File: config.mk
export PLATFORM = sky130hd
export DESIGN_NAME = pwm_capture
export DESIGN_NICKNAME = d
export VERILOG_FILES = /design/src/rtl/pwm_capture.sv
export SDC_FILE = /design/constraint.sdc
export NUM_CORES = 1
export LEC_CHECK = 0
export BUFFER_PORTS_ARGS = -buffer_cell sky130_fd_sc_hd__buf_4
export CORE_MARGIN = 1
export CORE_UTILIZATION = 50
export CTS_CLUSTER_DIAMETER = 50
export CTS_CLUSTER_SIZE = 24
export DETAILED_ROUTE_END_ITERATION = 10
export GPL_TIMING_DRIVEN = 1
export PLACE_DENSITY = 0.67
export SETUP_SLACK_MARGIN = 0.2
export SYNTH_ARGS = -nofsm -noshare
export SYNTH_HDL_FRONTEND = slang
export SYNTH_SLANG_ARGS = --single-unit
File: constraint.sdc
create_clock -name clk_i -period 9.2 [get_ports clk_i]
set_input_delay 1.84 -clock clk_i [delete_from_list [all_inputs] [get_ports clk_i]]
set_output_delay 1.84 -clock clk_i [all_outputs]
set_load 0.03 [all_outputs]
File: src/rtl/pwm_capture.sv
// pwm_capture: decodes an external PWM waveform into period, high time and duty cycle.
//   clk_i      clock
//   rst_ni     asynchronous active-low reset
//   en_i       capture enable (0: FSM idle, divide aborted, outputs hold)
//   clr_i      synchronous clear, highest priority: aborts everything, zeroes outputs
//   pwm_i      asynchronous PWM input (2-flop synchronized internally)
//   high_o     high cycles of last measured period
//   period_o   rising-edge to rising-edge cycles of last measured period
//   duty_o     round(high*100/period), 0..100
//   valid_o    1-cycle pulse: high_o/period_o/duty_o/stuck_o just updated
//   stuck_o    input constant for 2^W-1 cycles; cleared by next valid measurement
//   overrun_o  1-cycle pulse: completed period dropped because the divider was busy
module pwm_capture #(
  parameter int W = 16
) (
  input  logic         clk_i,
  input  logic         rst_ni,
  input  logic         en_i,
  input  logic         clr_i,
  input  logic         pwm_i,
  output logic [W-1:0] high_o,
  output logic [W-1:0] period_o,
  output logic [6:0]   duty_o,
  output logic         valid_o,
  output logic         stuck_o,
  output logic         overrun_o
);

  localparam int NW = W + 7;          // dividend width: hi*100 + per/2 < 2^(W+7)
  localparam int CW = $clog2(NW);
  localparam logic [W-1:0]  CNT_MAX  = '1;
  localparam logic [CW-1:0] DIV_LAST = CW'(NW - 1);

  typedef enum logic [1:0] {S_IDLE, S_HIGH, S_LOW} state_e;

  state_e         state_q, state_d;
  logic           sync_meta_q, sync_meta_d;
  logic           sync_q, sync_d;
  logic           sync_dly_q, sync_dly_d;
  logic [W-1:0]   hi_cnt_q, hi_cnt_d;
  logic [W-1:0]   per_cnt_q, per_cnt_d;
  logic           busy_q, busy_d;
  logic [CW-1:0]  div_cnt_q, div_cnt_d;
  logic [W-1:0]   rem_q, rem_d;
  logic [NW-1:0]  quo_q, quo_d;
  logic [W-1:0]   div_hi_q, div_hi_d;
  logic [W-1:0]   div_per_q, div_per_d;
  logic [W-1:0]   high_q, high_d;
  logic [W-1:0]   period_q, period_d;
  logic [6:0]     duty_q, duty_d;
  logic           valid_q, valid_d;
  logic           stuck_q, stuck_d;
  logic           overrun_q, overrun_d;

  logic           rise;
  logic [W-1:0]   per_inc;
  logic [W:0]     rem_shift;
  logic [W:0]     rem_sub;
  logic           quo_bit;
  logic [NW-1:0]  quo_next;
  logic [W-1:0]   rem_next;
  logic [NW-1:0]  dividend;
  logic           timeout;

  assign rise    = sync_q & ~sync_dly_q;
  assign per_inc = per_cnt_q + W'(1);

  // One restoring-division step: the dividend is shifted out of quo_q MSB-first
  // while quotient bits are shifted in at the bottom.
  assign rem_shift = {rem_q, quo_q[NW-1]};
  assign rem_sub   = rem_shift - {1'b0, div_per_q};
  assign quo_bit   = ~rem_sub[W];     // no borrow: remainder >= divisor
  assign quo_next  = {quo_q[NW-2:0], quo_bit};
  assign rem_next  = quo_bit ? rem_sub[W-1:0] : rem_shift[W-1:0];

  // Adding per/2 before the truncating divide gives round-half-up.
  assign dividend = NW'(hi_cnt_q) * NW'(100) + NW'(per_cnt_q >> 1);

  always_comb begin
    state_d     = state_q;
    sync_meta_d = pwm_i;
    sync_d      = sync_meta_q;
    sync_dly_d  = sync_q;
    hi_cnt_d    = hi_cnt_q;
    per_cnt_d   = per_cnt_q;
    busy_d      = busy_q;
    div_cnt_d   = div_cnt_q;
    rem_d       = rem_q;
    quo_d       = quo_q;
    div_hi_d    = div_hi_q;
    div_per_d   = div_per_q;
    high_d      = high_q;
    period_d    = period_q;
    duty_d      = duty_q;
    valid_d     = 1'b0;
    stuck_d     = stuck_q;
    overrun_d   = 1'b0;
    timeout     = 1'b0;

    if (!en_i) begin
      state_d   = S_IDLE;
      hi_cnt_d  = '0;
      per_cnt_d = '0;
      busy_d    = 1'b0;
      div_cnt_d = '0;
    end else begin
      if (busy_q) begin
        rem_d     = rem_next;
        quo_d     = quo_next;
        div_cnt_d = div_cnt_q + CW'(1);
        if (div_cnt_q == DIV_LAST) begin
          busy_d   = 1'b0;
          high_d   = div_hi_q;
          period_d = div_per_q;
          duty_d   = quo_next[6:0];   // quotient <= 100
          stuck_d  = 1'b0;
          valid_d  = 1'b1;
        end
      end

      case (state_q)
        S_IDLE: begin
          // per_cnt doubles as the no-rise watchdog while idle
          if (rise) begin
            state_d   = S_HIGH;
            hi_cnt_d  = W'(1);
            per_cnt_d = W'(1);
          end else begin
            per_cnt_d = per_inc;
            if (per_inc == CNT_MAX) timeout = 1'b1;
          end
        end
        S_HIGH: begin
          per_cnt_d = per_inc;
          if (sync_q) hi_cnt_d = hi_cnt_q + W'(1);
          else        state_d  = S_LOW;
          if (per_inc == CNT_MAX) timeout = 1'b1;
        end
        S_LOW: begin
          if (rise) begin
            if (!busy_q) begin
              busy_d    = 1'b1;
              div_cnt_d = '0;
              rem_d     = '0;
              quo_d     = dividend;
              div_hi_d  = hi_cnt_q;
              div_per_d = per_cnt_q;
            end else begin
              overrun_d = 1'b1;
            end
            state_d   = S_HIGH;
            hi_cnt_d  = W'(1);
            per_cnt_d = W'(1);
          end else begin
            per_cnt_d = per_inc;
            if (per_inc == CNT_MAX) timeout = 1'b1;
          end
        end
        default: state_d = S_IDLE;
      endcase

      // Timeout overrides any divide completing in the same cycle.
      if (timeout) begin
        state_d   = S_IDLE;
        hi_cnt_d  = '0;
        per_cnt_d = '0;
        busy_d    = 1'b0;
        div_cnt_d = '0;
        // A repeat idle timeout while already stuck stays silent.
        if (!(state_q == S_IDLE && stuck_q)) begin
          valid_d  = 1'b1;
          stuck_d  = 1'b1;
          high_d   = '0;
          period_d = '0;
          duty_d   = sync_q ? 7'd100 : 7'd0;
        end
      end
    end

    if (clr_i) begin
      state_d   = S_IDLE;
      hi_cnt_d  = '0;
      per_cnt_d = '0;
      busy_d    = 1'b0;
      div_cnt_d = '0;
      rem_d     = '0;
      quo_d     = '0;
      div_hi_d  = '0;
      div_per_d = '0;
      high_d    = '0;
      period_d  = '0;
      duty_d    = '0;
      valid_d   = 1'b0;
      stuck_d   = 1'b0;
      overrun_d = 1'b0;
    end
  end

  always_ff @(posedge clk_i or negedge rst_ni) begin
    if (!rst_ni) begin
      state_q     <= S_IDLE;
      sync_meta_q <= 1'b0;
      sync_q      <= 1'b0;
      sync_dly_q  <= 1'b0;
      hi_cnt_q    <= '0;
      per_cnt_q   <= '0;
      busy_q      <= 1'b0;
      div_cnt_q   <= '0;
      rem_q       <= '0;
      quo_q       <= '0;
      div_hi_q    <= '0;
      div_per_q   <= '0;
      high_q      <= '0;
      period_q    <= '0;
      duty_q      <= '0;
      valid_q     <= 1'b0;
      stuck_q     <= 1'b0;
      overrun_q   <= 1'b0;
    end else begin
      state_q     <= state_d;
      sync_meta_q <= sync_meta_d;
      sync_q      <= sync_d;
      sync_dly_q  <= sync_dly_d;
      hi_cnt_q    <= hi_cnt_d;
      per_cnt_q   <= per_cnt_d;
      busy_q      <= busy_d;
      div_cnt_q   <= div_cnt_d;
      rem_q       <= rem_d;
      quo_q       <= quo_d;
      div_hi_q    <= div_hi_d;
      div_per_q   <= div_per_d;
      high_q      <= high_d;
      period_q    <= period_d;
      duty_q      <= duty_d;
      valid_q     <= valid_d;
      stuck_q     <= stuck_d;
      overrun_q   <= overrun_d;
    end
  end

  assign high_o    = high_q;
  assign period_o  = period_q;
  assign duty_o    = duty_q;
  assign valid_o   = valid_q;
  assign stuck_o   = stuck_q;
  assign overrun_o = overrun_q;

endmodule
## Word level (Yosys, flattened, before mapping)

Index checks and enable logic that the tools add are counted.

| storage, ports and cells | value |
|---|---|
| bits in registers | 156 |

| cells by class | value |
|---|---|
| add/sub/neg operators | 5 |
| $mul | 1 |
| eq/ne operators | 9 |
| mux-type cells | 95 |
| bitwise logic cells | 3 |
| reductions and logical operators | 9 |

Operators with widths:

| kind | number |
|---|---|
| 16-bit two-way mux | 38 |
| 23-bit two-way mux | 6 |
| 16-bit case mux with 2 select lines | 2 |
| 7-bit two-way mux | 7 |
| 5-bit two-way mux | 7 |
| 16-bit by 1-bit adder with 16-bit output, second input constant | 2 |
| 1-bit two-way mux | 28 |
| 23-bit by 15-bit adder with 23-bit output | 1 |
| 16-bit by 5-bit multiplier with 21-bit output, second input constant | 1 |
| 17-bit by 16-bit subtractor with 17-bit output | 1 |
| 16-bit equality test, second input constant | 1 |
| 2-bit two-way mux | 5 |
| 5-bit by 2-bit != test with 1-bit output, second input constant | 2 |
| 5-bit != test, second input constant | 2 |
| 2-bit nonzero test | 3 |
| 5-bit by 1-bit adder with 5-bit output, second input constant | 1 |
| 5-bit equality test, second input constant | 1 |
| 2-bit case mux with 2 select lines | 1 |
| 4-bit AND reduction | 1 |
| 3-bit AND reduction | 1 |
| 2-bit by 1-bit equality test with 1-bit output, second input constant | 1 |
| 2-bit equality test, second input constant | 1 |
| 2-bit logical NOT | 1 |
| 2-bit != test, second input constant | 1 |
| 6 further kinds | 7 |

## Depth between registers and ports, before layout

| depth | value |
|---|---|
| depth in word-level cells | 9 |
| gate-level depth with buffers | 20 |
| depth with buffers taken out | 20 |

## Worst setup path before layout

No wires, ideal clock.

| path | value |
|---|---|
| path type | register to register |
| start | register hi_cnt_q[2] |
| end | register quo_q[18] |
| library setup time | 116 ps |
| arrival | 4205 ps |
| path slack | 4880 ps |
| stages on the path, launching flop included | 18 |
| cell sequence | dfrtp_1 -> ha_1 -> ha_1 -> fa_1 -> ha_1 -> o21ai_0 -> o21bai_1 -> a21oi_1 -> xnor2_1 -> ha_1 -> a21o_1 -> o311ai_0 -> inv_1 -> a2111oi_0 -> or3_1 -> nor2_1 -> xnor2_1 -> o311ai_0 |

| between the ends | value |
|---|---|
| cells in the longest elaborated chain, start to end | 7 |

Ends and longest elaborated chain:

| element | line | source |
|---|---|---|
| from (decl) | 40 | `logic [W-1:0] hi_cnt_q, hi_cnt_d;` |
| from (signal assigned) | 224 | `hi_cnt_q <= hi_cnt_d;` |
| 16-bit by 5-bit multiplier with 21-bit output | 77 | `assign dividend = NW'(hi_cnt_q) * NW'(100) + NW'(per_cnt_q >> 1);` |
| 23-bit by 15-bit adder with 23-bit output | 77 |  |
| 23-bit two-way mux | 141 | `if (!busy_q) begin` |
| 23-bit two-way mux | 140 | `if (rise) begin` |
| 23-bit two-way mux | 121 | `case (state_q)` |
| 23-bit two-way mux | 100 | `if (!en_i) begin` |
| 23-bit two-way mux | 180 | `if (clr_i) begin` |
| to (signal assigned) | 229 | `quo_q <= quo_d;` |
| to (decl) | 45 | `logic [NW-1:0] quo_q, quo_d;` |

Every way passes these cells. The select of a mux whose other input is x is not followed.
A chain may end at the register's enable or synchronous reset.

## Final worst setup path

Ends and elaborated chain as after synthesis.

==> flow_summary.yaml <==
routing:
  vias_per_cell: 5.81
  highest_layer: "met4"
  vias: 8155
  final_antenna_net_count: 0
  wire_per_inst_um: 17.2
  drc_errors: 0
  wl_met3_um: 961
  wl_met2_um: 11500
  drt-met1-wl_um: 11200
  first_pass_iters: 5
  finalWirelength_um: 24100
  drt-initial-drc-count: 590
floorplanning:
  core_um2: 19700
  rows: 51
  start_util: 0.517
  io_pins: 47
  die_h_um: 145
  die_w_um: 145
  die_area_um2: 21000
clocking:
  cts_sinks: 156
  clkTransAtPathRegs_ps: 60
  insertion_delay_ps: 420
  cts_htree_levels: 4
  cts_tree: "yes"
  cts_buffers: 17
  postCtsSetupBuffers: 0
  cts-hold-fix-buffers: 0
  clk_path_buf_depth: 2
  cts_resized: 0
  ctsRootBufferMaster: "clkbuf_16"
power_and_ir_drop:
  power_density_nw_per_um2: 126
  peakVddDrop_mv: 0.0797
  switching_share: 0.232
  p_sw_mw: 0.334
  p_comb_frac: 0.033
  p_int_mw: 1.10
  power.leakage_nw: 5.35
  pwr-share-seq: 0.481
  power_mw: 1.44
  clkPwrFrac: 0.486
global_route:
  grt_pass1_wl_um: 39800
  grt_usage: 0.246
  antenna_found_initial: 0
  grt-ovfl-total: 0
  first_global_vias: 7701
  grt_max_degree: 99
yosys:
  yosysWarningCount: 0
  yosys_most_used_dff: "dfrtp_1"
  synthCells: 1100
  seq_area_frac_synth: 0.383
  syn_area_um2: 10200
  synth_nets: 1205
  synth_top_area_frac: 0.383
  synth_edf_count: 0
  synth.avg_cell_area_um2: 9.27
  synthTopCellsByArea: "dfrtp_1 (38%), ha_1 (11%), a22o_1 (4.8%)"
  synth_top_cell_by_area: "dfrtp_1"
  netlist_top_cells_count: "dfrtp_1 (156), nor2_1 (88), ha_1 (87), inv_1 (85), o21ai_0 (81)"
  yosysMostFrequentCell: "dfrtp_1"
  synth-async-reset-ratio: 1.00
  ys_types: 67
  ys_seq_elements: 156
finish:
  layout-drive-gt1-share: 0.0992
  register_area_um2: 3900
  layout.nets: 1232
  fill_cells: 1750
  multi_input_area_um2: 5790
  synthToLayoutAreaGrowth_pct: 11.5
  diodes: 0
worst_setup_path:
  critPathLaunchType: "register"
  required_ps: 9510
  arrival_ps: 4990
  endpoint_kind: "register"
  worst_path_max_delay_cell: "fa_1"
  cp_cell_sequence: "ha_1 -> ha_1 -> fa_1 -> ha_1 -> a211oi_1 -> o21bai_1 -> a21oi_1 -> xnor2_1 -> ha_1 -> a21o_1 -> o311ai_0 -> inv_1 -> a2111oi_0 -> or3_1 -> nor2_1 -> xnor2_1 -> o311ai_0"
  critical_path_class: "reg2reg"
  cp_max_fo: 5
  crit_top_cell: "ha_1"
  cp_slowest_stage_delay_ps: 460
sta:
  finalCritPeriodShare: 0.509
  fin_setup_tns_ps: 0
  slew_violations: 0
  layout_min_cycle_time_ps: 4690
  slew_headroom: 0.318
  rsz0062_at_grt: "false"
  worstMarginPinSlew_ps: 1020
  fin_worst_skew_ps: 8.60
  fmax_mhz: 213
  hold_viol_final: 0
  setup_viol: 0
  whs_ps: 364
run_status:
  status: "complete, no violations"
place:
  hpwl_um: 17500
  port_buffers: 46
  place_congestion: 0.859
worst_hold_path:
  hold_class: "reg2reg"
flow_run:
  cap_violations: 0
## logic make-up after synthesis
| logic type | count (synthesis) | share of synthesized area |
|---|---|---|
| AO/OA/AOI/OAI | 331 | 0.220 |
| XOR/XNOR | 62 | 0.0532 |
| adder cells (fa/ha/maj) | 100 | 0.132 |
| buffers and inverters | 136 | 0.0522 |
| flip-flops | 156 | 0.383 |
| multiplexers | 15 | 0.0151 |
| AND/OR/NAND/NOR | 300 | 0.145 |
## power by group through the flow
stage | Combinational [mW] | Sequential (mW) | Clock [mW]
floorplan | 0.0246 | 0.703 | 0
global placement | 0.0485 | 0.704 | 0
detailed placement | 0.0484 | 0.704 | 0
CTS | 0.0485 | 0.691 | 0.712
global route | 0.0536 | 0.691 | 0.742
finish | 0.0474 | 0.691 | 0.699
## per-layer routing
layer,GRT usage,vias to the layer above
met5,0,-
met1,0.327,3976
met3,0.0457,28
li1,-,4014
met2,0.407,137
met4,0.0726,0
## registers in the layout (all words and copies together), names as in the netlist, 2 cells and up
register	cells
duty_o	7
period_o	16
div_hi_q	16
per_cnt_q	16
rem_q	16
quo_q	23
div_per_q	16
state_q	2
high_o	16
div_cnt_q	5
hi_cnt_q	16
## layout by cell type (no fill, tap or decap), types with 21 or more instances in the layout
cell type and instances:
dfrtp_1 156, ha_1 87, nor2_1 86, inv_1 85, o21ai_0 81, nand2_1 74, a21oi_1 58, buf_4 57
a22o_1 56, xnor2_1 43, nor3_1 28, a211oi_1 21
## layout make-up
type,instances,share of cell area
clock buffers,18,0.0386
multi-input cells,808,0.509
inverters,86,0.0284
repair buffers,58,0.0386
clock inverters,13,0.0127
well taps,265,0.0292
flip-flops and latches,156,0.343
## stage by stage
step | setup WS, ps | util | instance area (µm²) | cells
after floorplan | 4880 | - | 10200 | 1100
after global placement | 4650 | 0.547 | 10800 | 1373
after detailed placement | 4520 | 0.547 | 10800 | 1373
after CTS | 4460 | 0.577 | 11400 | 1404
after global routing | 4030 | 0.577 | 11400 | 1404
final | 4510 | 0.577 | 11400 | 1404
## path summary, 6_finish.rpt
path | start | endpoint | slack (ps) | depth (start not counted)
max in group asynchronous | rst_ni | quo_q[5]$_DFFE_PN0N_ | 6440 | 2
max reg2reg | hi_cnt_q[2]$_DFFE_PN0P_ | quo_q[18]$_DFFE_PN0N_ | 4510 | 17
min reg2reg | sync_d$_DFF_PN0_ | sync_dly_d$_DFF_PN0_ | 360 | 0
min in group asynchronous | rst_ni | period_o[2]$_DFFE_PN0N_ | 1490 | 1
min | sync_d$_DFF_PN0_ | sync_dly_d$_DFF_PN0_ | 360 | 0
max | hi_cnt_q[2]$_DFFE_PN0P_ | quo_q[18]$_DFFE_PN0N_ | 4510 | 17
## worst max-delay path: cells and delay by family (launching register included)
kind | cells | cell delay [ps]
AOI/OAI and AO/OA | 7 | 1810
xor gates and xnor gates | 2 | 260
adders and majority gates | 5 | 1650
buffers and inverters | 1 | 90
DFF | 1 | 450
and+or+nand+nor | 2 | 310
No activity file was read; power rests on OpenSTA's default activity.
